File: src/rtl/dmem_ctrl_if.sv
// Bundle of the store, load, result and memory-port signals around dmem_ctrl.
// The controller takes the slave view; the core, load unit and memory model take the master view.
interface dmem_ctrl_if #(
    parameter int WIDTH = 31,
    parameter int TAG_W = 5
);
    logic             st_valid;
    logic             st_ready;
    logic [WIDTH:0]   st_addr;
    logic [WIDTH:0]   st_data;
    logic [2:0]       st_funct3;
    logic             st_misalign;

    logic             ld_valid;
    logic             ld_ready;
    logic [WIDTH:0]   ld_addr;
    logic [2:0]       ld_funct3;
    logic [TAG_W-1:0] ld_tag;
    logic             flush;

    logic             res_valid;
    logic [TAG_W-1:0] res_tag;
    logic [WIDTH:0]   res_data;
    logic             res_misalign;

    logic             sq_empty;

    logic             mem_we;
    logic [WIDTH:0]   mem_addr;
    logic [3:0]       mem_bytEnable;
    logic [WIDTH:0]   mem_data;
    logic [WIDTH:0]   mem_q;

    modport slave (
        input  st_valid, st_addr, st_data, st_funct3,
        output st_ready, st_misalign,
        input  ld_valid, ld_addr, ld_funct3, ld_tag, flush,
        output ld_ready,
        output res_valid, res_tag, res_data, res_misalign,
        output sq_empty,
        output mem_we, mem_addr, mem_bytEnable, mem_data,
        input  mem_q
    );

    modport master (
        output st_valid, st_addr, st_data, st_funct3,
        input  st_ready, st_misalign,
        output ld_valid, ld_addr, ld_funct3, ld_tag, flush,
        input  ld_ready,
        input  res_valid, res_tag, res_data, res_misalign,
        input  sq_empty,
        input  mem_we, mem_addr, mem_bytEnable, mem_data,
        output mem_q
    );
endinterface

File: src/rtl/dmem_ctrl.sv
// Data-memory load/store controller: in-order committed-store queue sharing one memory
// port with speculative loads; loads overlapping a queued store wait for it to drain.
module dmem_ctrl #(
    parameter int WIDTH    = 31,
    parameter int SQ_DEPTH = 4,
    parameter int TAG_W    = 5
) (
    input  logic        clk,
    input  logic        rstn,
    dmem_ctrl_if.slave  bus
);
    localparam int PTR_W = $clog2(SQ_DEPTH);
    localparam int WA_W  = WIDTH - 1;
    localparam logic [PTR_W:0] FULL_CNT = SQ_DEPTH[PTR_W:0];

    typedef logic [PTR_W-1:0] ptr_t;

    typedef struct packed {
        logic [WA_W-1:0] waddr;
        logic [3:0]      mask;
        logic [WIDTH:0]  data;
    } sq_entry_t;

    sq_entry_t          sq_q [SQ_DEPTH];
    logic [SQ_DEPTH-1:0] vld_q, vld_d;
    ptr_t               head_q, head_d;
    ptr_t               tail_q, tail_d;
    logic [PTR_W:0]     count_q, count_d;

    logic               res_valid_q, res_valid_d;
    logic [TAG_W-1:0]   res_tag_q;
    logic [WIDTH:0]     res_data_q, res_data_d;
    logic               res_mis_q, res_mis_d;
    logic               st_mis_q, st_mis_d;

    logic [1:0]         st_off, ld_off;
    logic [3:0]         st_mask, ld_mask;
    logic [WIDTH:0]     st_word;
    logic               st_mis, ld_mis;
    logic [WA_W-1:0]    st_waddr, ld_waddr;
    logic               full, sq_nempty;
    logic               st_hs, enq, hazard, ld_issue, drain;
    logic [7:0]         ld_byte;
    logic [15:0]        ld_half;
    logic               unused_st_f3;

    assign unused_st_f3 = bus.st_funct3[2];

    assign st_off   = bus.st_addr[1:0];
    assign ld_off   = bus.ld_addr[1:0];
    assign st_waddr = bus.st_addr[WIDTH:2];
    assign ld_waddr = bus.ld_addr[WIDTH:2];

    // Store lanes: narrow data is replicated so the byte enables alone pick the lane.
    // NOTE: every always_comb output gets a default first so no path can infer a latch.
    always_comb begin
        st_mask = 4'b1111;
        st_word = bus.st_data;
        st_mis  = 1'b0;
        case (bus.st_funct3[1:0])
            2'b00: begin
                st_mask = 4'b0001 << st_off;
                st_word = {4{bus.st_data[7:0]}};
            end
            2'b01: begin
                st_mask = 4'b0011 << st_off;
                st_word = {2{bus.st_data[15:0]}};
                st_mis  = st_off[0];
            end
            default: st_mis = (st_off != 2'b00);
        endcase
    end

    always_comb begin
        ld_mask = 4'b1111;
        ld_mis  = 1'b0;
        case (bus.ld_funct3[1:0])
            2'b00:   ld_mask = 4'b0001 << ld_off;
            2'b01: begin
                ld_mask = 4'b0011 << ld_off;
                ld_mis  = ld_off[0];
            end
            default: ld_mis = (ld_off != 2'b00);
        endcase
    end

    assign full      = (count_q == FULL_CNT);
    assign sq_nempty = (count_q != '0);
    assign st_hs     = bus.st_valid && !full;
    assign enq       = st_hs && !st_mis;

    // A load may not bypass any older store that touches one of its bytes,
    // including the store being accepted in this same cycle.
    always_comb begin
        hazard = 1'b0;
        for (int i = 0; i < SQ_DEPTH; i++) begin
            if (vld_q[i] && (sq_q[i].waddr == ld_waddr) && |(sq_q[i].mask & ld_mask))
                hazard = 1'b1;
        end
        if (st_hs && (st_waddr == ld_waddr) && |(st_mask & ld_mask))
            hazard = 1'b1;
    end

    assign ld_issue = bus.ld_valid && !full && !hazard;
    assign drain    = sq_nempty && !ld_issue;

    assign bus.st_ready      = !full;
    assign bus.ld_ready      = !full && !hazard;
    assign bus.sq_empty      = !sq_nempty;
    assign bus.mem_we        = drain;
    assign bus.mem_addr      = drain ? {sq_q[head_q].waddr, 2'b00} : bus.ld_addr;
    assign bus.mem_bytEnable = drain ? sq_q[head_q].mask : 4'b0000;
    assign bus.mem_data      = drain ? sq_q[head_q].data : '0;

    assign ld_byte = bus.mem_q[{ld_off, 3'b000} +: 8];
    assign ld_half = bus.mem_q[{ld_off[1], 4'b0000} +: 16];

    always_comb begin
        res_valid_d = ld_issue && !bus.flush;
        res_mis_d   = ld_mis;
        case (bus.ld_funct3)
            3'b000:  res_data_d = {{(WIDTH-6){ld_byte[7]}}, ld_byte};
            3'b001:  res_data_d = {{(WIDTH-14){ld_half[15]}}, ld_half};
            3'b100:  res_data_d = {{(WIDTH-6){1'b0}}, ld_byte};
            3'b101:  res_data_d = {{(WIDTH-14){1'b0}}, ld_half};
            default: res_data_d = bus.mem_q;
        endcase
        if (ld_mis)
            res_data_d = '0;
    end

    always_comb begin
        head_d   = drain ? head_q + ptr_t'(1) : head_q;
        tail_d   = enq   ? tail_q + ptr_t'(1) : tail_q;
        count_d  = count_q;
        case ({enq, drain})
            2'b10:   count_d = count_q + 1'b1;
            2'b01:   count_d = count_q - 1'b1;
            default: count_d = count_q;
        endcase
        vld_d = vld_q;
        if (drain)
            vld_d[head_q] = 1'b0;
        if (enq)
            vld_d[tail_q] = 1'b1;
        st_mis_d = st_hs && st_mis;
    end

    // NOTE: registered state uses non-blocking assignments so every flop samples pre-edge values.
    always_ff @(posedge clk or negedge rstn) begin
        if (!rstn) begin
            head_q      <= '0;
            tail_q      <= '0;
            count_q     <= '0;
            vld_q       <= '0;
            res_valid_q <= 1'b0;
            res_tag_q   <= '0;
            res_data_q  <= '0;
            res_mis_q   <= 1'b0;
            st_mis_q    <= 1'b0;
        end else begin
            head_q      <= head_d;
            tail_q      <= tail_d;
            count_q     <= count_d;
            vld_q       <= vld_d;
            res_valid_q <= res_valid_d;
            st_mis_q    <= st_mis_d;
            if (ld_issue) begin
                res_tag_q  <= bus.ld_tag;
                res_data_q <= res_data_d;
                res_mis_q  <= res_mis_d;
            end
        end
    end

    // NOTE: queue storage is not reset; vld_q and count_q gate every use of it.
    always_ff @(posedge clk) begin
        if (enq)
            sq_q[tail_q] <= '{waddr: st_waddr, mask: st_mask, data: st_word};
    end

    assign bus.res_valid    = res_valid_q;
    assign bus.res_tag      = res_tag_q;
    assign bus.res_data     = res_data_q;
    assign bus.res_misalign = res_mis_q;
    assign bus.st_misalign  = st_mis_q;
endmodule

File: src/flat_wrapper.sv
// flat-port wrapper written by rule: the top's interface ports become plain ports
module dmem_ctrl_flat 
#(
    parameter int WIDTH    = 31,
    parameter int SQ_DEPTH = 4,
    parameter int TAG_W    = 5
)
  (clk, rstn, bus_st_valid, bus_st_addr, bus_st_data, bus_st_funct3, bus_st_ready, bus_st_misalign, bus_ld_valid, bus_ld_addr, bus_ld_funct3, bus_ld_tag, bus_flush, bus_ld_ready, bus_res_valid, bus_res_tag, bus_res_data, bus_res_misalign, bus_sq_empty, bus_mem_we, bus_mem_addr, bus_mem_bytEnable, bus_mem_data, bus_mem_q);
  dmem_ctrl_if #(.WIDTH(WIDTH), .TAG_W(TAG_W)) bus_i ();
  input  logic clk;
  input  logic rstn;
  input wire logic [$bits(bus_i.st_valid)-1:0] bus_st_valid;
  input wire logic [$bits(bus_i.st_addr)-1:0] bus_st_addr;
  input wire logic [$bits(bus_i.st_data)-1:0] bus_st_data;
  input wire logic [$bits(bus_i.st_funct3)-1:0] bus_st_funct3;
  output wire logic [$bits(bus_i.st_ready)-1:0] bus_st_ready;
  output wire logic [$bits(bus_i.st_misalign)-1:0] bus_st_misalign;
  input wire logic [$bits(bus_i.ld_valid)-1:0] bus_ld_valid;
  input wire logic [$bits(bus_i.ld_addr)-1:0] bus_ld_addr;
  input wire logic [$bits(bus_i.ld_funct3)-1:0] bus_ld_funct3;
  input wire logic [$bits(bus_i.ld_tag)-1:0] bus_ld_tag;
  input wire logic [$bits(bus_i.flush)-1:0] bus_flush;
  output wire logic [$bits(bus_i.ld_ready)-1:0] bus_ld_ready;
  output wire logic [$bits(bus_i.res_valid)-1:0] bus_res_valid;
  output wire logic [$bits(bus_i.res_tag)-1:0] bus_res_tag;
  output wire logic [$bits(bus_i.res_data)-1:0] bus_res_data;
  output wire logic [$bits(bus_i.res_misalign)-1:0] bus_res_misalign;
  output wire logic [$bits(bus_i.sq_empty)-1:0] bus_sq_empty;
  output wire logic [$bits(bus_i.mem_we)-1:0] bus_mem_we;
  output wire logic [$bits(bus_i.mem_addr)-1:0] bus_mem_addr;
  output wire logic [$bits(bus_i.mem_bytEnable)-1:0] bus_mem_bytEnable;
  output wire logic [$bits(bus_i.mem_data)-1:0] bus_mem_data;
  input wire logic [$bits(bus_i.mem_q)-1:0] bus_mem_q;
  assign bus_i.st_valid = bus_st_valid;
  assign bus_i.st_addr = bus_st_addr;
  assign bus_i.st_data = bus_st_data;
  assign bus_i.st_funct3 = bus_st_funct3;
  assign bus_st_ready = bus_i.st_ready;
  assign bus_st_misalign = bus_i.st_misalign;
  assign bus_i.ld_valid = bus_ld_valid;
  assign bus_i.ld_addr = bus_ld_addr;
  assign bus_i.ld_funct3 = bus_ld_funct3;
  assign bus_i.ld_tag = bus_ld_tag;
  assign bus_i.flush = bus_flush;
  assign bus_ld_ready = bus_i.ld_ready;
  assign bus_res_valid = bus_i.res_valid;
  assign bus_res_tag = bus_i.res_tag;
  assign bus_res_data = bus_i.res_data;
  assign bus_res_misalign = bus_i.res_misalign;
  assign bus_sq_empty = bus_i.sq_empty;
  assign bus_mem_we = bus_i.mem_we;
  assign bus_mem_addr = bus_i.mem_addr;
  assign bus_mem_bytEnable = bus_i.mem_bytEnable;
  assign bus_mem_data = bus_i.mem_data;
  assign bus_i.mem_q = bus_mem_q;
  dmem_ctrl #(.WIDTH(WIDTH), .SQ_DEPTH(SQ_DEPTH), .TAG_W(TAG_W)) u_core (.clk(clk), .rstn(rstn), .bus(bus_i));
endmodule
File: config.mk
export PLATFORM = sky130hd
export DESIGN_NAME = dmem_ctrl_flat
export DESIGN_NICKNAME = d
export VERILOG_FILES = /design/src/rtl/dmem_ctrl_if.sv /design/src/rtl/dmem_ctrl.sv /design/src/flat_wrapper.sv
export SDC_FILE = /design/constraint.sdc
export NUM_CORES = 1
export LEC_CHECK = 0
export BUFFER_PORTS_ARGS = -buffer_cell sky130_fd_sc_hd__buf_2
export CAP_MARGIN = 20
export CORE_MARGIN = 2
export CORE_UTILIZATION = 45
export CTS_BUF_LIST = sky130_fd_sc_hd__clkbuf_8
export DETAILED_ROUTE_END_ITERATION = 7
export PLACE_DENSITY = 0.66
export SETUP_SLACK_MARGIN = 0.3
export SYNTH_ARGS = -nofsm -noshare
export SYNTH_HDL_FRONTEND = slang
export SYNTH_SLANG_ARGS = --single-unit
File: constraint.sdc
create_clock -name clk -period 9.7 [get_ports clk]
set_clock_uncertainty 0.2 [all_clocks]
set_input_delay 0 -clock clk [delete_from_list [all_inputs] [get_ports clk]]
set_output_delay 0 -clock clk [all_outputs]
set_load 0.05 [all_outputs]
**After elaboration in Yosys (flattened, before gate mapping)**

Memory sizes are Yosys's and may differ from the RTL's.
Cells that the tools add are included.

- Output and inout bits: 112
- Input bits: 144
- Word-level logic and storage cells: 107
- Memories: 1
- Bits in latches: 0
- Register bits after elaboration: 51
- Bits in writable memories: 264
- ROM bits: 0

Memories:

| name | depth | width | rd ports | clocked after memory_dff | write ports | RTL line | RTL |
|---|---|---|---|---|---|---|---|
| u_core.sq_q | 4 | 66 | 5 | 0 | 1 | dmem_ctrl.sv:24 | `sq_entry_t sq_q [SQ_DEPTH];` |

- Div/mod/pow operators: 0
- Multiplexer cells: 24
- Order comparisons: 4
- Shift-type cells: 6
- Multipliers: 0
- Add/sub/neg operators: 4
- Eq/ne operators: 13
- Reduce and logical (&&, ||, !) cells: 38
- Bitwise operators: 8

Operators with widths:

| cell | count |
|---|---|
| $eq 30x30->1 | 5 |
| $pmux 32 s4 | 1 |
| $mux 32 | 3 |
| $pmux 32 s2 | 1 |
| $shiftx 32x6->16 | 1 |
| $shiftx 32x6->8 | 1 |
| $and 4x4->4 | 6 |
| $logic_and 1x1->1 | 20 |
| $reduce_or 4->1 | 5 |
| $pmux 4 s2 | 2 |
| $mux 4 | 3 |
| $eq 3x3->1 const B | 3 |
| $mux 1 | 9 |
| $shl 1x2->4 const A | 2 |
| $shl 2x2->4 const A | 2 |
| $eq 2x1->1 const B | 3 |
| $logic_not 1->1 | 6 |
| $lt 2x3->1 const B | 2 |
| $pmux 3 s2 | 1 |
| $reduce_bool 2->1 | 3 |
| $add 2x1->2 const B | 2 |
| $demux 1 s2 | 2 |
| $ge 2x1->1 const B | 2 |
| $logic_not 2->1 | 2 |
| 9 further kinds | 10 |

**Longest topological paths before layout**

Gate-level depths: netlist (run 1).

- Word-level depth: 17
- Mapped depth: 16
- Mapped depth without buffers: 13

**Worst setup path before layout (run 1)**

OpenSTA, ideal clock, no wires.

- Path kind: reg2reg
- Start: reg u_core.count_q[2]
- End: reg u_core.count_q[2]
- Path buffers: 1
- Stages on the path, launching flop included: 15
- Required time: 9421 ps
- Arrival: 3313 ps
- Slack: 6108 ps
- Clock period less this slack: 3592 ps
- Setup time: 79 ps
- Cell sequence: dfrtp_1 -> or3b_2 -> nand2_1 -> nor4_1 -> nand4_1 -> o2111ai_4 -> o21ai_4 -> buf_2 -> inv_1 -> ha_1 -> inv_1 -> fa_1 -> xor2_1 -> nor2_1 -> xor2_1

- Word-level cells in the longest chain between the ends: 12
- Elaborated cells on any way between the ends: 19
- Those cells by class: add/sub (2); eq/ne (3); mux (2); reduce/logical (12)

Ends and longest elaborated chain:

| what | RTL line | RTL |
|---|---|---|
| from (decl) | dmem_ctrl.sv:28 | `logic [PTR_W:0] count_q, count_d;` |
| from (signal assigned) | dmem_ctrl.sv:164 | `count_q <= count_d;` |
| $eq 3x3->1 * | dmem_ctrl.sv:87 | `assign full = (count_q == FULL_CNT);` |
| $logic_not 1->1 * | -- |  |
| net bus_st_ready | flat_wrapper.sv:16 | `output wire logic [$bits(bus_i.st_ready)-1:0] bus_st_ready;` |
| $logic_and 1x1->1 | dmem_ctrl.sv:89 | `assign st_hs = bus.st_valid && !full;` |
| $logic_and 1x1->1 (2 in series) | dmem_ctrl.sv:100 | `if (st_hs && (st_waddr == ld_waddr) && \|(st_mask & ld_mask))` |
| $mux 1 | dmem_ctrl.sv:100 |  |
| $logic_not 1->1 | dmem_ctrl.sv:104 | `assign ld_issue = bus.ld_valid && !full && !hazard;` |
| $logic_and 1x1->1 * | dmem_ctrl.sv:104 |  |
| $logic_not 1->1 * | dmem_ctrl.sv:105 | `assign drain = sq_nempty && !ld_issue;` |
| $logic_and 1x1->1 * | dmem_ctrl.sv:105 |  |
| net bus_mem_we | flat_wrapper.sv:29 | `output wire logic [$bits(bus_i.mem_we)-1:0] bus_mem_we;` |
| $eq 2x1->1 or $eq 2x2->1 (tied branches) | dmem_ctrl.sv:136 | `case ({enq, drain})` |
| $pmux 3 s2 or $reduce_bool 2->1 (tied branches) | -- |  |

Mark *: on every way through the listed nets, which the timed path passes. The rest lies on a longest branch.
A chain may end at the register's enable or synchronous reset.

**Final worst setup path (run 1)**

- Start: reg u_core.count_q[2]
- End: out bus_mem_addr[29]

- Word-level cells in the longest chain between the ends: 11
- Elaborated cells on any way between the ends: 13
- Those cells by class: eq/ne (1); mux (2); reduce/logical (10)

Ends and longest elaborated chain:

| what | RTL line | RTL |
|---|---|---|
| $eq 3x3->1 | dmem_ctrl.sv:87 |  |
| $logic_not 1->1 | dmem_ctrl.sv:89, dmem_ctrl.sv:104 |  |
| $logic_and 1x1->1 | dmem_ctrl.sv:89 |  |
| $logic_and 1x1->1 (2 in series) | dmem_ctrl.sv:100 |  |
| $mux 1 | dmem_ctrl.sv:100 |  |
| $logic_not 1->1 | dmem_ctrl.sv:104 |  |
| $logic_and 1x1->1 | dmem_ctrl.sv:104 |  |
| $logic_not 1->1 | dmem_ctrl.sv:105 |  |
| $logic_and 1x1->1 * | dmem_ctrl.sv:105 |  |
| $mux 32 * | dmem_ctrl.sv:111 | `assign bus.mem_addr = drain ? {sq_q[head_q].waddr, 2'b00} : bus.ld_addr;` |
| to (decl) | flat_wrapper.sv:30 | `output wire logic [$bits(bus_i.mem_addr)-1:0] bus_mem_addr;` |

Every way passes the cells marked *; elsewhere a longest branch is shown, timed or not.

==> qor.csv, run 1 <==
metric,value,unit
status,"finished, final reports clean",
gr usage total,24.51,%
Most used DFF post-synth,edfxtp_1,
Yosys warning total,0,
max-slew violation count,0,
area delta synth->final,28.80,%
Post-synth EDFFs,264,
Synth area leaders,"edfxtp_1 (51%), mux4_2 (9.7%), dfrtp_1 (8.2%), xnor2_1 (6.2%), mux2_2 (5.5%)",
hold violation count in the final report,0,
clk buf depth,3,
Fillers,2639,
# IOs,256,
initial antenna violation count,0,
worst setup path start,u_core.count_q[2],
Mapped Nets,1200,
H-tree depth,2,
Worst setup SP type,flop,
crit path DAT,4.20,ns
post-route insts no fill,1966,
post-synth cell types,53,
Clk network pwr share,22.2,%
clk_lat worst skew,0.60,ns
top cell type's share of synthesized area,51.19,%
"FFs w/ async S/R, synth",16.19,%
Detail Route Antenna Nets,0,
Worst-path clk slew,0.06,ns
"flops & latches, synth",315,
gr ovfl total,0,
first-pass GRT wire length,66500,um
Worst Setup Path Type,flop to output pin,
"area leader, netlist",edfxtp_1,
Worst Path Max Fanout,70,
Iteration-0 DRC Markers,898,
sequential area share after synthesis,59.43,%
Setup-failing EPs final,0,
cells on worst reg2reg path,13,
most frequent cell after synthesis,edfxtp_1,
met3 Usage GRT,5.598,%
TritonCTS buffer count,55,
Pre-antenna DRT Iters,5,
Max Clock Freq,227.4,MHz
worst endpoint required time,9.50,ns
Reg2Reg Setup Slack,5.88,ns
Die ar.,0.03592,mm^2
clk root buf,clkbuf_8,
placed cells,1678,
RSZ-0062 raised after global routing,false,
Die X-Extent,189.5,um
Via Count,10730,
DR vias/cell,5.460,
core area,0.03370,mm^2
CTS tree,yes,
Post-CTS Setup Repair Bufs,0,
vias in the first global route,11150,
met1 GRT Util,33.59,%
end of the critical path,bus_mem_addr[29],
cell-internal power,0.002999,W
Worst Max-Slew Pin Slew,1.151,ns
Post-Synthesis Cell Area,0.01549,mm^2
Starting Density,45.96,%
"wirelength, routed",43680,um
P_leak,7.577,nW
grt peak-use layer,met2,
Flop pwr share,35.3,%
PortBufs,254,
# rows,67,
crit end category,output pin,
Reg-to-Reg Start,u_core.count_q[2],
maximum vdd drop,0.2457,mV
layout cells sized above 1,32.21,%
hold path start,bus_st_addr[27],
final hold slack,0.05456,ns
Final HPWL DP,27800,um
power per cell area,252.2,mW/mm^2
fin nets,1632,
Hold Path Class,primary input to flop,
Net Sw Frac,40.38,%
Max Cap Viol,0,
CTS Sinks,315,
Die Ht,189.5,um
pin count of the biggest net entering global routing,71,
Sw Pwr,0.002031,W
Slew headroom,23.29,%
Gate Count Post-Synth,1046,
crit share post-route,45.33,%
n_diodes,0,
Combinational Power Share,42.5,%
DRC viols,0,
TNS Setup,0,ns
fin crit period,4.397,ns
Synth Area per Inst,14.81,um^2
FF-to-FF End,u_core.count_q[2],
Final Wtd Congestion,0.8520,
DR WL/cell,22.22,um
met2 global-route usage,39.70,%
top post-synthesis cells by count,"edfxtp_1 (264), xnor2_1 (110), mux2_2 (76)",
==> flip-flops by register name, indices dropped and copies added (netlist names) <==
signal	cells
u_core.bus.res_data	32
u_core.count_q	3
u_core.bus.res_tag	5
u_core.bus.st_misalign	1
u_core.tail_q	2
u_core.bus.res_valid	1
u_core.head_q	2
u_core.sq_q	264
u_core.vld_q	4
u_core.bus.res_misalign	1
==> critical path: stages (launching register included) <==
cell,delay [ns]
dfrtp_1,0.39
or3b_2,0.25
nand2_1,0.17
nor4_1,0.60
nand4_1,0.31
o2111ai_4,0.63
o21ai_4,0.08
buf_4,0.43
mux2_1,0.49
buf_2,0.23
==> final cells by class <==
| type | count | area, um^2 | area share [%] |
|---|---|---|---|
| Clock buffer | 62 | 853.3 | 4.278 |
| Clock inverter | 35 | 155.1 | 0.7778 |
| Inverter | 36 | 135.1 | 0.6774 |
| Timing Repair Buffer | 455 | 3258 | 16.33 |
| Multi-Input combinational cell | 615 | 5777 | 28.96 |
| Sequential cell | 315 | 9209 | 46.16 |
| Tap cell | 448 | 560.5 | 2.810 |
==> metal layers <==
metal | routed length (um) | share of wire, % | vias to the layer above
met5 | 0 | 0 | -
met4 | 856 | 2.0 | 0
met3 | 3477 | 8.0 | 69
met2 | 20720 | 47 | 452
met1 | 18620 | 43 | 5398
li1 | - | - | 4815
==> logic make-up (layout without fill, tap and decap cells) <==
group                    after synthesis  in the layout  share of synthesized area, %
AO/OA/AOI/OAI                        128            128                         5.203
XOR/XNOR                             155            155                         8.766
adder cells (fa/ha/maj)               10             10                        0.8564
buffers and inverters                116            588                         3.320
flip-flops                           315            315                         59.43
multiplexers                         166            166                         16.82
AND/OR/NAND/NOR                      156            156                         5.607
==> timing repair <==
action,in CTS,in global routing
hold buffers,191,0
hold endpoints to repair,361,0
resized for setup,0,0
==> power groups by stage <==
| stage | Clock, W | Combinational, W | Sequential [W] |
|---|---|---|---|
| global placement | 0 | 0.00206 | 0.00180 |
| finish | 0.00112 | 0.00214 | 0.00178 |
| detailed placement | 0 | 0.00207 | 0.00181 |
| CTS | 0.00114 | 0.00215 | 0.00178 |
| floorplan | 0 | 0.00144 | 0.00193 |
| global route | 0.00120 | 0.00226 | 0.00180 |
==> layout by cell type, fill, tap and decap left out, types with 12 or more instances in the layout <==
cell type / n
a21oi_1: 40
buf_2: 254
clkbuf_8: 62
dfrtp_1: 49
dlygate4sd3_1: 191
edfxtp_1: 264
inv_1: 56
mux2_2: 76
mux2i_1: 15
mux4_2: 67
nand2_1: 21
nand4_1: 28
nor2_1: 18
nor2b_1: 37
nor4_1: 20
o21ai_0: 35
o22ai_1: 12
xnor2_1: 110
xor2_1: 45
==> per-stage QoR <==
step                      total power [W]  util (%)  setup slack [ns]  instance area [um^2]
final                            0.005031     59.19             5.303                 19950
after global routing             0.005259     59.19             5.073                 19950
after CTS                        0.005075     59.19             5.263                 19950
after detailed placement         0.003873     50.53             5.889                 17030
after global placement           0.003859     50.53             5.887                 17030
after floorplan                  0.003369         -             6.108                 15490
==> worst min path at each step <==
stage / endpoint / cells after the start
finish: u_core.sq_q[3][61] / 2
global route: u_core.sq_q[1][61] / 2
CTS: u_core.sq_q[3][61] / 2
detailed placement: u_core.bus.res_valid / 2
global placement: u_core.bus.res_valid / 2
floorplan: u_core.bus.res_data[0] / 0
Note: power is estimated with default switching activity, not from simulation.
==> run 2, diff against run 1 <==
--- a/config.mk
+++ b/config.mk
@@ -5,13 +5,14 @@
 export SDC_FILE = /design/constraint.sdc
 export NUM_CORES = 1
 export LEC_CHECK = 0
+export ABC_AREA = 1
 export BUFFER_PORTS_ARGS = -buffer_cell sky130_fd_sc_hd__buf_2
 export CAP_MARGIN = 20
 export CORE_MARGIN = 2
 export CORE_UTILIZATION = 45
 export CTS_BUF_LIST = sky130_fd_sc_hd__clkbuf_8
 export DETAILED_ROUTE_END_ITERATION = 7
-export PLACE_DENSITY = 0.66
+export PLACE_DENSITY = 0.68
 export SETUP_SLACK_MARGIN = 0.3
 export SYNTH_ARGS = -nofsm -noshare
 export SYNTH_HDL_FRONTEND = slang
==> constraint.sdc (replaced) <==
create_clock -name clk -period 4.02 [get_ports clk]
set_clock_uncertainty 0.2 [all_clocks]
set_input_delay 0 -clock clk [delete_from_list [all_inputs] [get_ports clk]]
set_output_delay 0 -clock clk [all_outputs]
set_load 0.05 [all_outputs]
==> run 2 against run 1 <==
  * Combinational power increased to 2.9 times the previous value
  * Synthesized cell count rose by 80%
  * Global-route usage grew 3.8 points
  * Count of clock-buffer cells in the layout down 7
==> qor.csv, run 2 <==
metric,value,unit,change
DR WL/cell,19.06,um,was 22.22 um
power per cell area,627.5,mW/mm^2,was 252.2 mW/mm^2
Final Wtd Congestion,0.9719,,was 0.8520
n_diodes,0,,unchanged
Hold Path Class,primary input to flop,,unchanged
# rows,69,,was 67
top post-synthesis cells by count,"nand2_1 (675), edfxtp_1 (264), inv_1 (186)",,"was edfxtp_1 (264), xnor2_1 (110), mux2_2 (76)"
Gate Count Post-Synth,1880,,was 1046
max-slew violation count,0,,unchanged
"wirelength, routed",53970,um,was 43680 um
fin crit period,3.598,ns,
vias in the first global route,14730,,was 11150
highest-count cells in the layout ignoring fill and taps,"nand2_1 (675), edfxtp_1 (264), buf_2 (254), dlygate4sd3_1 (223), inv_1 (192)",,"was edfxtp_1 (264), buf_2 (254), dlygate4sd3_1 (191), xnor2_1 (110), mux2_2 (76)"
area delta synth->final,29.41,%,was 28.80%
"flops & latches, synth",315,,unchanged
Synth area leaders,"edfxtp_1 (48%), nand2_1 (15%), dfrtp_1 (7.8%), o21ai_0 (4.3%), inv_1 (4.3%)",,"was edfxtp_1 (51%), mux4_2 (9.7%), dfrtp_1 (8.2%), xnor2_1 (6.2%), mux2_2 (5.5%)"
maximum vdd drop,0.5327,mV,was 0.2457 mV
final hold slack,0.06073,ns,was 0.05456 ns
Flop pwr share,33.1,%,was 35.3%
clk buf depth,3,,unchanged
Biggest register,u_core.sq_q,,unchanged
Most used DFF post-synth,edfxtp_1,,unchanged
layout cells sized above 1,16.87,%,was 32.21%
Fillers,3103,,was 2639
combinational family with the most area after synthesis,simple AND/OR/NAND/NOR gates,,was multiplexers
fin nets,2486,,was 1632
cell-internal power,0.006914,W,was 0.002999 W
DR vias/cell,5.328,,was 5.460
CTS tree,yes,,unchanged
TNS Setup,0,ns,unchanged
Max Cap Viol,0,,unchanged
Post-synth EDFFs,264,,unchanged
Worst Setup Path Type,flop to output pin,,unchanged
first-pass GRT wire length,83200,um,was 66500 um
Starting Density,45.84,%,was 45.96%
max reg flops,264,,unchanged
Area after DPL,0.01801,mm^2,was 0.01703 mm^2
Max Clock Freq,277.9,MHz,
# IOs,256,,unchanged
Clk network pwr share,20.0,%,was 22.2%
Yosys warning total,0,,unchanged
Adder-Cell Fraction of Synth Area,0.8095,%,was 0.8564%
Die ar.,0.03795,mm^2,was 0.03592 mm^2
initial antenna violation count,2,,was 0
Post-Synthesis Cell Area,0.01638,mm^2,was 0.01549 mm^2
Mapped Nets,2034,,was 1200
TritonCTS buffer count,54,,was 55
most frequent cell after synthesis,nand2_1,,was edfxtp_1
DRC viols,0,,unchanged
RSZ-0062 raised after global routing,true,,was false
final core occ,59.32,%,was 59.19%
Simple-Gate Fraction of Synth Area,22.33,%,was 5.607%
post-synth cell types,42,,was 53
crit share post-route,89.50,%,
clk root buf,clkbuf_8,,unchanged
post-route worst setup slack,0.4220,ns,was 5.303 ns
XOR/XNOR share of the synthesized area,3.047,%,was 8.766%
Worst Path Max Fanout,52,,was 70
Sw Pwr,0.006390,W,was 0.002031 W
crit path DAT,3.40,ns,was 4.20 ns
mux share of post-synthesis cell area,0.2444,%,was 16.82%
Slew headroom,33.87,%,was 23.29%
pin count of the biggest net entering global routing,95,,was 71
crit end category,output pin,,unchanged
dpl ws,0.8758,ns,was 5.889 ns
Setup-failing EPs final,0,,unchanged
Die X-Extent,194.8,um,was 189.5 um
P_leak,9.436,nW,was 7.577 nW
Detail Route Antenna Nets,0,,unchanged
Die Ht,194.8,um,was 189.5 um
"area leader, netlist",edfxtp_1,,unchanged
Pre-antenna DRT Iters,5,,unchanged
gr usage total,28.35,%,was 24.51%
CTS Sinks,315,,unchanged
clk_lat worst skew,0.67,ns,was 0.60 ns
status,"finished, final reports clean",,unchanged
hold violation count in the final report,0,,unchanged
sequential area share after synthesis,56.18,%,was 59.43%
worst endpoint required time,3.82,ns,was 9.50 ns
Net Sw Frac,48.03,%,was 40.38%
Synth Area per Inst,8.714,um^2,was 14.81 um^2
Final Cell Area,0.02120,mm^2,was 0.01995 mm^2
Worst setup SP type,flop,,unchanged
Post-CTS Setup Repair Bufs,0,,unchanged
Via Count,15090,,was 10730
PortBufs,254,,unchanged
Iteration-0 DRC Markers,1486,,was 898
gr ovfl total,0,,unchanged
Worst-path clk slew,0.06,ns,about the same
Combinational Power Share,46.9,%,was 42.5%
Synth Area in Compound Gates,9.859,%,was 5.203%
"FFs w/ async S/R, synth",16.19,%,unchanged
Final HPWL DP,35040,um,was 27800 um
"commonest non-fill, non-tap cell in the layout",nand2_1,,was edfxtp_1
top cell type's share of synthesized area,48.39,%,was 51.19%
core area,0.03574,mm^2,was 0.03370 mm^2
Worst Max-Slew Pin Slew,0.9919,ns,was 1.151 ns
H-tree depth,2,,unchanged
-- run 2: cell count changes after synthesis, moves of 16 or more --
cell and change:
a21oi_1 +94, inv_1 +151, mux2_2 -76, mux4_2 -67, nand2_1 +654, nand3_1 +28, nand4_1 +16, nor2_1 +51
nor2b_1 -37, nor3_1 +26, nor4_1 -20, o21ai_0 +106, xnor2_1 -58, xor2_1 -40
-- run 2: path summary, 6_finish.rpt --
| kind | start | end | slack [ns] | depth (start not counted) |
|---|---|---|---|---|
| min in group asynchronous | rstn | u_core.bus.res_tag[4] | 0.35 | 4 |
| worst min-delay path | bus_st_data[18] | u_core.sq_q[3][18] | 0.06 | 4 |
| worst min register to register | u_core.bus.res_data[29] | u_core.bus.res_data[29] | 0.28 | 2 |
| worst max register to register | u_core.sq_q[1][36] | u_core.count_q[2] | 0.87 | 17 |
| max in group asynchronous | rstn | u_core.head_q[0] | 1.93 | 4 |
| worst max-delay path | u_core.sq_q[1][36] | bus_mem_addr[16] | 0.42 | 13 |
-- run 2: logic make-up after synthesis --
family / Yosys count
flops: 315
simple gates: 883
compound gates: 306
buf+inv: 305
fa+ha+maj: 10
xor+xnor: 57
mux: 4
-- run 2: power groups by stage --
| stage | Sequential, W | Combinational [W] | Clock (W) |
|---|---|---|---|
| CTS | 0.00438 | 0.00621 | 0.00270 |
| finish | 0.00440 | 0.00624 | 0.00266 |
| global route | 0.00444 | 0.00670 | 0.00285 |
| detailed placement | 0.00444 | 0.00598 | 0 |
| global placement | 0.00442 | 0.00592 | 0 |
| floorplan | 0.00477 | 0.00400 | 0 |
-- run 2: through the flow --
stage / total power [W] / cells
floorplan: 0.008768 / 1880
global placement: 0.01034 / 2514
detailed placement: 0.01043 / 2514
global route: 0.01400 / 2832
finish: 0.01330 / 2832
CTS: 0.01330 / 2832
-- run 2: repair_timing --
item | 4_1_cts | 5_1_grt
setup endpoints to repair | 2 | 10
hold endpoints to repair | 365 | 0
hold buffers | 223 | 0
gates cloned | 0 | 0
resized for setup | 1 | 2
-- run 2: area by class of cell --
class | instances | area [um^2] | area share [%]
tap | 461 | 576.8 | 2.721
sequential | 315 | 9209 | 43.43
clock inverter | 40 | 195.2 | 0.9206
multi-input combinational | 1260 | 5946 | 28.04
clock buffer | 55 | 757.0 | 3.570
timing repair buffer | 500 | 3759 | 17.73
inverter | 201 | 759.5 | 3.582
-- run 2: critical path, cell delays in order (launching register included) --
cell	delay, ns
edfxtp_1	0.42
xnor2_1	0.32
nand2_1	0.08
nor2_1	0.18
nand2_1	0.08
nor2_1	0.16
nand3_1	0.14
nand2_1	0.10
nor2_2	0.05
nand3_4	0.06
nand2_4	0.06
buf_6	0.27
o21ai_0	0.46
buf_2	0.36
-- run 2: metal layers --
layer  wire length (um)  vias to the layer above  track usage, %
li1                   -                     7083               -
met1              22640                     7049           39.81
met2              24550                      834           44.58
met3               5188                      120           5.084
met4               1561                        4           9.584
met5                 30                        -               0
==> run 3, diff against run 2 <==
--- a/config.mk
+++ b/config.mk
@@ -5,14 +5,14 @@
 export SDC_FILE = /design/constraint.sdc
 export NUM_CORES = 1
 export LEC_CHECK = 0
-export ABC_AREA = 1
+export ABC_AREA = 0
 export BUFFER_PORTS_ARGS = -buffer_cell sky130_fd_sc_hd__buf_2
 export CAP_MARGIN = 20
 export CORE_MARGIN = 2
 export CORE_UTILIZATION = 45
 export CTS_BUF_LIST = sky130_fd_sc_hd__clkbuf_8
 export DETAILED_ROUTE_END_ITERATION = 7
-export PLACE_DENSITY = 0.68
+export PLACE_DENSITY = 0.69
 export SETUP_SLACK_MARGIN = 0.3
 export SYNTH_ARGS = -nofsm -noshare
 export SYNTH_HDL_FRONTEND = slang
==> run 3 against run 2 <==
  * First-iteration DRC count down 42%
  * Combinational power fell by 17%
  * Via count shrank 29%
  * Register-to-register slack got worse by 0.38 ns
  * Flip-flop and latch count did not move
  * Sequential share of layout area grew 2.4 points
  * Fmax fell by 0.82%
  * Count of clock-buffer cells in the layout down 1
  * Hold slack got worse by 0.025 ns
  * Critical path depth down 4
==> qor.csv, run 3 (synthesis gave the netlist of run 1 again) <==
metric,value,unit,change
Slew headroom,46.33,%,was 33.87%
Hold Path Class,primary input to flop,,unchanged
Worst-path clk slew,0.06,ns,about the same
layout cells sized above 1,32.53,%,was 16.87%
vias in the first global route,10980,,was 14730
crit share post-route,90.24,%,was 89.50%
TritonCTS buffer count,54,,unchanged
fin nets,1645,,was 2486
Setup-failing EPs final,0,,unchanged
RSZ-0062 raised after global routing,false,,was true
maximum vdd drop,0.5278,mV,was 0.5327 mV
max-slew violation count,0,,unchanged
first-pass GRT wire length,64850,um,was 83200 um
Die X-Extent,189.5,um,was 194.8 um
hold violation count in the final report,0,,unchanged
# rows,67,,was 69
Worst setup SP type,flop,,unchanged
Worst Setup Path Type,flop to output pin,,unchanged
CP Cell Sequence,xnor2_1 > nand4_1 > nor4_1 > o2111ai_1 > o2111ai_4 > o21ai_4 > clkbuf_16 > mux2_1 > buf_2,,was xnor2_1 > nand2_1 > nor2_1 > nand2_1 > nor2_1 > nand3_1 > nand2_1 > nor2_2 > nand3_4 > nand2_4 > buf_6 > o21ai_0 > buf_2
clk buf depth,3,,unchanged
# IOs,256,,unchanged
Fillers,2640,,was 3103
core area,0.03370,mm^2,was 0.03574 mm^2
Detail Route Antenna Nets,0,,unchanged
DR vias/cell,5.425,,was 5.328
P_leak,7.646,nW,was 9.436 nW
power per cell area,600.7,mW/mm^2,was 627.5 mW/mm^2
Die Ht,189.5,um,was 194.8 um
worst endpoint required time,3.82,ns,about the same
Starting Density,45.96,%,was 45.84%
area delta synth->final,29.83,%,was 29.41%
status,"finished, final reports clean",,unchanged
post-route insts no fill,1982,,was 2832
max reg flops,264,,unchanged
initial antenna violation count,4,,was 2
Final Wtd Congestion,0.9149,,was 0.9719
Pre-antenna DRT Iters,5,,unchanged
DRC viols,0,,unchanged
PortBufs,254,,unchanged
"wirelength, routed",43320,um,was 53970 um
clk root buf,clkbuf_8,,unchanged
fin crit period,3.628,ns,was 3.598 ns
Max Cap Viol,0,,unchanged
Worst Max-Slew Pin Slew,0.7967,ns,was 0.9919 ns
CTS Sinks,315,,unchanged
Final HPWL DP,28550,um,was 35040 um
Biggest register,u_core.sq_q,,unchanged
gr ovfl total,0,,unchanged
"commonest non-fill, non-tap cell in the layout",edfxtp_1,,was nand2_1
pin count of the biggest net entering global routing,71,,was 95
Iteration-0 DRC Markers,866,,was 1486
DR WL/cell,21.86,um,was 19.06 um
placed cells,1689,,was 2514
H-tree depth,2,,unchanged
Critical Path Slowest Stage Cell,nor4_1,,was o21ai_0
Die ar.,0.03592,mm^2,was 0.03795 mm^2
crit path DAT,3.43,ns,was 3.40 ns
clk_lat worst skew,0.60,ns,was 0.67 ns
CTS tree,yes,,unchanged
TNS Setup,0,ns,unchanged
Worst Path Max Fanout,35,,was 52
Max Clock Freq,275.6,MHz,was 277.9 MHz
Via Count,10750,,was 15090
crit end category,output pin,,unchanged
crit-path max cell delay,0.49,ns,was 0.46 ns
highest-count cells in the layout ignoring fill and taps,"edfxtp_1 (264), buf_2 (254), dlygate4sd3_1 (190), xnor2_1 (108), mux2_2 (76)",,"was nand2_1 (675), edfxtp_1 (264), buf_2 (254), dlygate4sd3_1 (223), inv_1 (192)"
gr usage total,23.93,%,was 28.35%
-- run 3: stage by stage --
stage | area (um^2) | util [%] | hold WS, ns | total power (W) | setup slack [ns]
2_1_floorplan | 15490 | - | -0.4956 | 0.008129 | 0.4282
3_3_place_gp | 17190 | 51.00 | -0.03316 | 0.009363 | 0.6495
3_5_place_dp | 17190 | 51.00 | -0.02356 | 0.009413 | 0.5851
4_1_cts | 20010 | 59.39 | 0.003255 | 0.01213 | 0.3259
5_1_grt | 20100 | 59.65 | 0.02499 | 0.01261 | 0.3381
6_report | 20110 | 59.67 | 0.03539 | 0.01208 | 0.3922
-- run 3: final timing paths --
check	cells after the start	endpoint	start	slack, ns
setup reg to reg	14	u_core.count_q[2]	u_core.sq_q[1][38]	0.49
hold reg to reg	1	u_core.count_q[2]	u_core.count_q[2]	0.29
setup / recovery	9	bus_mem_addr[29]	u_core.sq_q[1][38]	0.39
min in group asynchronous	4	u_core.bus.res_data[21]	rstn	0.43
hold / removal	2	u_core.sq_q[3][64]	bus_st_addr[30]	0.04
max in group asynchronous	4	u_core.head_q[0]	rstn	2.65
-- run 3: timing repair --
action / CTS / global route
resized for setup: 0 / 8
hold buffers: 190 / 0
hold endpoints to repair: 363 / 0
setup buffers: 0 / 3
endpoints found under the setup margin: 0 / 24
-- run 3: final cells by class --
| class | instances | area (um^2) | area share [%] |
|---|---|---|---|
| sequential | 315 | 9209 | 45.80 |
| multi-input combinational | 615 | 5826 | 28.97 |
| timing repair buffer | 469 | 3445 | 17.13 |
| clock buffer | 54 | 743.2 | 3.696 |
| tap | 448 | 560.5 | 2.788 |
| clock inverter | 42 | 182.7 | 0.9085 |
| inverter | 36 | 135.1 | 0.6720 |
| antenna | 3 | 7.507 | 0.03733 |
-- run 3: power by group --
part	total, W	internal [W]	leakage (nW)	switching (W)
clock	0.00252	0.00125	0.554	0.00128
combinational	0.00519	0.00188	4.06	0.00331
sequential	0.00437	0.00402	3.03	0.000342
total	0.0121	0.00715	7.65	0.00493
-- run 3: critical path: cells and delay by family (launching register included) --
family                 cells  cell delay [ns]
flip-flops                 1             0.40
buffers and inverters      2             0.46
multiplexers               1             0.40
XOR/XNOR                   1             0.26
AND/OR/NAND/NOR            2             0.71
AO/OA/AOI/OAI              3             0.56
-- run 3: layer usage --
metal | global-route usage, % | vias to the layer above | routed length [um]
met5 | 0 | - | 13
met4 | 6.679 | 2 | 828
met3 | 5.116 | 65 | 3740
met2 | 39.22 | 533 | 20900
met1 | 32.44 | 5308 | 17830
li1 | - | 4845 | -
